===== src/rtl/butterfly_pipe.sv =====
// Three-stage pipelined radix-2 DIT complex butterfly with rounding, optional /2 scaling,
// saturation, sticky overflow and a valid/ready handshake with full backpressure.
module butterfly_pipe #(
    parameter int WIDTH = 32
) (
    input  logic             clk,
    input  logic             rst,
    input  logic             in_valid,
    output logic             in_ready,
    input  logic [WIDTH-1:0] A,
    input  logic [WIDTH-1:0] B,
    input  logic [WIDTH-1:0] W,
    input  logic             inverse,
    input  logic             scale,
    output logic             out_valid,
    input  logic             out_ready,
    output logic [WIDTH-1:0] out0,
    output logic [WIDTH-1:0] out1,
    output logic             ovf,
    input  logic             ovf_clr
);

    localparam int HALF = WIDTH / 2;
    localparam int PW   = WIDTH + 1;   // product-sum width
    localparam int IW   = HALF + 2;    // intermediate component width

    localparam logic signed [PW-1:0] RND  = PW'(1) << (HALF - 2);
    localparam logic signed [IW-1:0] ONE  = IW'(1);
    localparam logic signed [IW-1:0] MAXV = (IW'(1) << (HALF - 1)) - IW'(1);
    localparam logic signed [IW-1:0] MINV = -MAXV - ONE;

    function automatic logic [HALF-1:0] sat_f(input logic signed [IW-1:0] x);
        if (x > MAXV)
            return MAXV[HALF-1:0];
        else if (x < MINV)
            return MINV[HALF-1:0];
        else
            return x[HALF-1:0];
    endfunction

    // ------------------------------------------------------------------
    // Handshake: every stage moves together, so one stall term covers all.
    // ------------------------------------------------------------------
    logic stall;
    logic advance;
    logic v1_reg, v2_reg, v3_reg;

    assign stall     = v3_reg & ~out_ready;
    assign advance   = ~stall;
    assign in_ready  = ~stall;
    assign out_valid = v3_reg;

    // ------------------------------------------------------------------
    // Stage 1: unpack operands and form the four partial products.
    // Component index 0 = real (upper half), 1 = imaginary (lower half).
    // ------------------------------------------------------------------
    logic signed [HALF-1:0]  b_c [2];
    logic signed [HALF-1:0]  w_c [2];
    logic signed [WIDTH-1:0] bx  [2];
    logic signed [WIDTH-1:0] wx  [2];
    logic signed [WIDTH-1:0] p_next [4];
    logic signed [WIDTH-1:0] p_reg  [4];
    logic [WIDTH-1:0]        a1_reg;
    logic                    scale1_reg;

    generate
        for (genvar gi = 0; gi < 2; gi++) begin : g_unpack
            assign b_c[gi] = B[(1-gi)*HALF +: HALF];
            assign w_c[gi] = W[(1-gi)*HALF +: HALF];
            assign bx[gi]  = WIDTH'(b_c[gi]);
        end
    endgenerate

    // Conjugation is done after widening so that negating -2^(HALF-1) cannot wrap.
    assign wx[0] = WIDTH'(w_c[0]);
    assign wx[1] = inverse ? -WIDTH'(w_c[1]) : WIDTH'(w_c[1]);

    // p[0]=Br*Wr, p[1]=Br*Wi, p[2]=Bi*Wr, p[3]=Bi*Wi
    generate
        for (genvar gi = 0; gi < 4; gi++) begin : g_prod
            assign p_next[gi] = bx[gi/2] * wx[gi%2];
        end
    endgenerate

    // ------------------------------------------------------------------
    // Stage 2: combine partial products and round back to Q format.
    // ------------------------------------------------------------------
    logic signed [PW-1:0] t_full [2];
    logic signed [PW-1:0] t_rnd  [2];
    logic signed [IW-1:0] t_next [2];
    logic signed [IW-1:0] t_reg  [2];
    logic [WIDTH-1:0]     a2_reg;
    logic                 scale2_reg;
    logic                 unused_round_bits;

    assign t_full[0] = PW'(p_reg[0]) - PW'(p_reg[3]);
    assign t_full[1] = PW'(p_reg[1]) + PW'(p_reg[2]);

    generate
        for (genvar gi = 0; gi < 2; gi++) begin : g_round
            assign t_rnd[gi]  = t_full[gi] + RND;
            // Top IW bits equal the arithmetic shift right by HALF-1.
            assign t_next[gi] = t_rnd[gi][PW-1 -: IW];
        end
    endgenerate

    assign unused_round_bits = ^{t_rnd[0][HALF-2:0], t_rnd[1][HALF-2:0]};

    // ------------------------------------------------------------------
    // Stage 3: add/subtract, optional halving, saturate.
    // ------------------------------------------------------------------
    logic [WIDTH-1:0] out0_next, out1_next;
    logic [WIDTH-1:0] out0_reg, out1_reg;
    logic [3:0]       sat_flag;
    logic             ovf_reg;

    generate
        for (genvar gi = 0; gi < 2; gi++) begin : g_addsub
            logic signed [HALF-1:0] a_c;
            logic signed [IW-1:0]   a_x;
            logic signed [IW-1:0]   sum, dif;
            logic signed [IW-1:0]   sum_s, dif_s;

            assign a_c   = a2_reg[(1-gi)*HALF +: HALF];
            assign a_x   = IW'(a_c);
            assign sum   = a_x + t_reg[gi];
            assign dif   = a_x - t_reg[gi];
            assign sum_s = scale2_reg ? ((sum + ONE) >>> 1) : sum;
            assign dif_s = scale2_reg ? ((dif + ONE) >>> 1) : dif;

            assign out0_next[(1-gi)*HALF +: HALF] = sat_f(sum_s);
            assign out1_next[(1-gi)*HALF +: HALF] = sat_f(dif_s);
            assign sat_flag[gi]     = (sum_s > MAXV) || (sum_s < MINV);
            assign sat_flag[gi + 2] = (dif_s > MAXV) || (dif_s < MINV);
        end
    endgenerate

    assign out0 = out0_reg;
    assign out1 = out1_reg;
    assign ovf  = ovf_reg;

    // ------------------------------------------------------------------
    // State
    // ------------------------------------------------------------------
    always_ff @(posedge clk) begin
        if (rst) begin
            v1_reg     <= 1'b0;
            v2_reg     <= 1'b0;
            v3_reg     <= 1'b0;
            a1_reg     <= '0;
            a2_reg     <= '0;
            scale1_reg <= 1'b0;
            scale2_reg <= 1'b0;
            for (int i = 0; i < 4; i++) p_reg[i] <= '0;
            for (int i = 0; i < 2; i++) t_reg[i] <= '0;
            out0_reg   <= '0;
            out1_reg   <= '0;
            ovf_reg    <= 1'b0;
        end else begin
            if (advance) begin
                v1_reg     <= in_valid;
                a1_reg     <= A;
                scale1_reg <= scale;
                for (int i = 0; i < 4; i++) p_reg[i] <= p_next[i];

                v2_reg     <= v1_reg;
                a2_reg     <= a1_reg;
                scale2_reg <= scale1_reg;
                for (int i = 0; i < 2; i++) t_reg[i] <= t_next[i];

                v3_reg     <= v2_reg;
                out0_reg   <= out0_next;
                out1_reg   <= out1_next;
            end

            // A fresh saturation entering the output stage beats a clear.
            if (advance && v2_reg && (|sat_flag))
                ovf_reg <= 1'b1;
            else if (ovf_clr)
                ovf_reg <= 1'b0;
        end
    end

endmodule


===== config.mk =====
export PLATFORM = sky130hd
export DESIGN_NAME = butterfly_pipe
export DESIGN_NICKNAME = d
export VERILOG_FILES = /design/src/rtl/butterfly_pipe.sv
export SDC_FILE = /design/constraint.sdc
export NUM_CORES = 2
export LEC_CHECK = 0
export CELL_PAD_IN_SITES_DETAIL_PLACEMENT = 2
export CELL_PAD_IN_SITES_GLOBAL_PLACEMENT = 2
export CORE_ASPECT_RATIO = 0.5
export CORE_UTILIZATION = 37
export CTS_CLUSTER_SIZE = 16
export DETAILED_ROUTE_END_ITERATION = 16
export PLACE_DENSITY = 0.76
export SLEW_MARGIN = 30
export SYNTH_ARGS = -nofsm -noshare
export SYNTH_HDL_FRONTEND = slang
export SYNTH_SLANG_ARGS = --single-unit

===== constraint.sdc =====
create_clock -name clk -period 8.4 [get_ports clk]
set_input_delay 1.68 -clock clk [delete_from_list [all_inputs] [get_ports clk]]
set_output_delay 1.68 -clock clk [all_outputs]
set_load 0.05 [all_outputs]

==> run metrics <==
RSZ-0062 raised after global routing=yes; post-DP HPWL=roughly 210000 µm; violated checks=setup timing; CTS H-tree lvls=2; Most used DFF post-synth=edfxtp_1; Die Span Y=slightly below 300 µm; Largest stage delay, worst path=0.79 ns; reg2reg start=t_reg[0][1]$_SDFFCE_PN0P_; top cell types by occurrence after synthesis=inv_1 (1511), fa_1 (1136), nand2_1 (984); CP Data Arrival Time=9.98 ns; ys async rst share=0%; vias per inst=5.80; Post-Synth XOR/XNOR Area=4.06%; antenna violations before repair=31; fillers=18200; setup violators final=41; critical path's most frequent cell=fa_1; Syn Area/Cell=8.77 µm²; vias=around 58000; Total GRT Usage=33.5%; Worst setup EP type=register; fin crit period=9.66 ns; worst slack, placed=-1.52 ns; vias in the first global route=64100; Slew Limit Headroom=37.1%; starting density of the core=between 30% and 40%; crit path to=p_reg[3][28]$_SDFFCE_PN0P_; worst r2r path cells=14; IO Count=170; Post-synth EDFFs=164; Crit Path Max Fanout=6; clock-pin slew of the registers on the worst-case setup and hold paths=0.08 ns; Routed WL per cell=32.6 µm; Yosys reg bits=298; clock latency on the worst-skew pair=0.60 ns; RR Endpoint=out1[30]$_SDFFE_PP0N_; share of cells above drive strength 1=between 10% and 20%; Max-Cap Viols=0; DIE AREA=171000 µm²; internal reg-to-reg setup slack=3.16 ns; compound-gate portion of the synthesized area=8.46%; Final Max Tran Viols=0; CTS buffer count=35; worst path required time=roughly 8.7 ns; drt pass-1 iters=5; final core occ=44.4%; most frequent cell after synthesis=inv_1; antenna viol nets, final=0; clk buf depth=3; # nets final=9448; Min-Delay Path Class=reg2reg; warnings from Yosys=0; Netlist Area Pre-Place=62800 µm²; fmax=~100 MHz; outcome=complete, but fails checks; multi-input logic area=~50000 µm²; # port buffers=roughly 170; Worst Setup Start Kind=input port; highest-delay cell along the critical path=fa_1; worst setup margin=-1.26 ns; leading area contributor after synthesis=fa_1; CTS tree=done; Synth cell types=99; initial drt markers=about 4800; cells after synthesis=7153; Non-Filler Instances=around 10000; crit path kind=in2reg; num rows=106; DIE WIDTH=584 µm; final WL=325000 µm; clock sinks=a little under 300; Final TNS setup=-22.99 ns; pin slew with the least headroom to its limit=0.937 ns; Area Growth Syn to Fin=18.6%; pin count of the biggest net entering global routing=138; Syn Nets=between 8000 and 9000; Critical path origin=W[0]; multiplexer area fraction after synthesis=0.227%; Core Area=168000 µm²; storage element area=approximately 7600 µm²; Adder-Cell Fraction of Synth Area=47.1%; Worst Skew=0.0164 ns; Fin. Hold Viols=0; DRC Markers=0; Synth Area in Simple Gates=approximately 17%; max reg flops=128; top cells by area, synth=fa_1 (36%), ha_1 (11%), inv_1 (9.0%), edfxtp_1 (7.8%), nand2_1 (5.9%); Root Driver=clkbuf_16; global route overflow=0; largest family of logic cells by synthesized area=adder cells; GP Congestion=approximately 0.9; placed cells=about 10000; first-pass GRT wire length=426000 µm; Worst Hold Launch=a1_reg[19]$_SDFFE_PP0N_; post-synth top area share=between 30% and 40%; fin crit share=115%; Seq/Total Area, Yosys=12.1%
==> routing by layer <==
| layer | wire length, µm | track usage (%) |
|---|---|---|
| met4 | 27600 | 17.8 |
| met2 | 149000 | 57.0 |
| met1 | 119000 | 39.8 |
| met5 | 299 | 0 |
| met3 | 29300 | 7.03 |
==> timing repair <==
item,in CTS,in global routing
pin swaps,145,168
setup buffers,49,43
hold buffers,0,0
endpoints found under the setup margin,36,40
cloned,0,0
resized for setup,170,200
==> how the worst min path moves through the flow <==
stage | end | slack (ns) | depth (start not counted)
after CTS | a1_reg[11]$_SDFFE_PP0N_ | 0.46 | 2
after detailed placement | out1[30]$_SDFFE_PP0N_ | 0.44 | 1
after global routing | a2_reg[19]$_SDFFE_PP0N_ | 0.47 | 2
final | a2_reg[19]$_SDFFE_PP0N_ | 0.45 | 2
after global placement | out1[30]$_SDFFE_PP0N_ | 0.44 | 1
after floorplan | a1_reg[0]$_SDFFE_PP0N_ | 0.43 | 2
==> through the flow <==
| step | area [µm²] | hold WS (ns) |
|---|---|---|
| finish | 74400 | 0.449 |
| global route | 74400 | 0.467 |
| CTS | 73400 | 0.456 |
| detailed placement | 71300 | 0.443 |
| global placement | 71300 | 0.440 |
| floorplan | 63100 | 0.432 |
==> worst max-delay path, delay by kind of cell <==
kind                       cells  cell delay [ns]
xor gates and xnor gates       2             0.47
adders and majority gates      7             3.66
buffers and inverters         11             1.45
AOI/OAI and AO/OA              7             2.07
and+or+nand+nor                5             0.62
==> cell type report <==
class                   count  area share [%]
inverters                1514            7.65
clock buffers              47            1.33
clock inverters            14           0.234
multi-input cells        4983            66.7
repair buffers            833            10.1
flip-flops and latches    298            10.2
well taps                2268            3.81
diodes                      8          0.0269
==> cell usage in the layout (no fill, tap or decap), types with 24 or more instances in the layout <==
master,netlist,routed
xnor2_1,204,181
clkbuf_16,0,36
nand3_1,63,58
a21o_1,84,84
inv_1,1511,1475
nor2b_1,40,38
ha_4,0,24
edfxtp_1,164,164
nand4_1,26,26
nand2_1,984,966
a21oi_1,238,212
buf_4,4,559
and2_1,502,494
nand2b_1,69,67
clkdlybuf4s50_1,0,142
buf_6,3,52
buf_12,0,54
xor2_1,87,82
nor3_1,78,73
fa_1,1136,1116
ha_1,544,518
inv_2,3,37
a211oi_1,47,40
nor2_1,319,308
dfxtp_1,134,133
o21ai_0,123,102
o21a_1,32,32
==> cell families after synthesis <==
| group | count (synthesis) |
|---|---|
| adder cells (fa/ha/maj) | 1680 |
| XOR/XNOR | 291 |
| AO/OA/AOI/OAI | 791 |
| AND/OR/NAND/NOR | 2207 |
| buffers and inverters | 1872 |
| flip-flops | 298 |
| multiplexers | 14 |
Power is left out: the tool's default activity adds up to more than one toggle a clock period on the data nets, which glitch-free logic cannot reach.
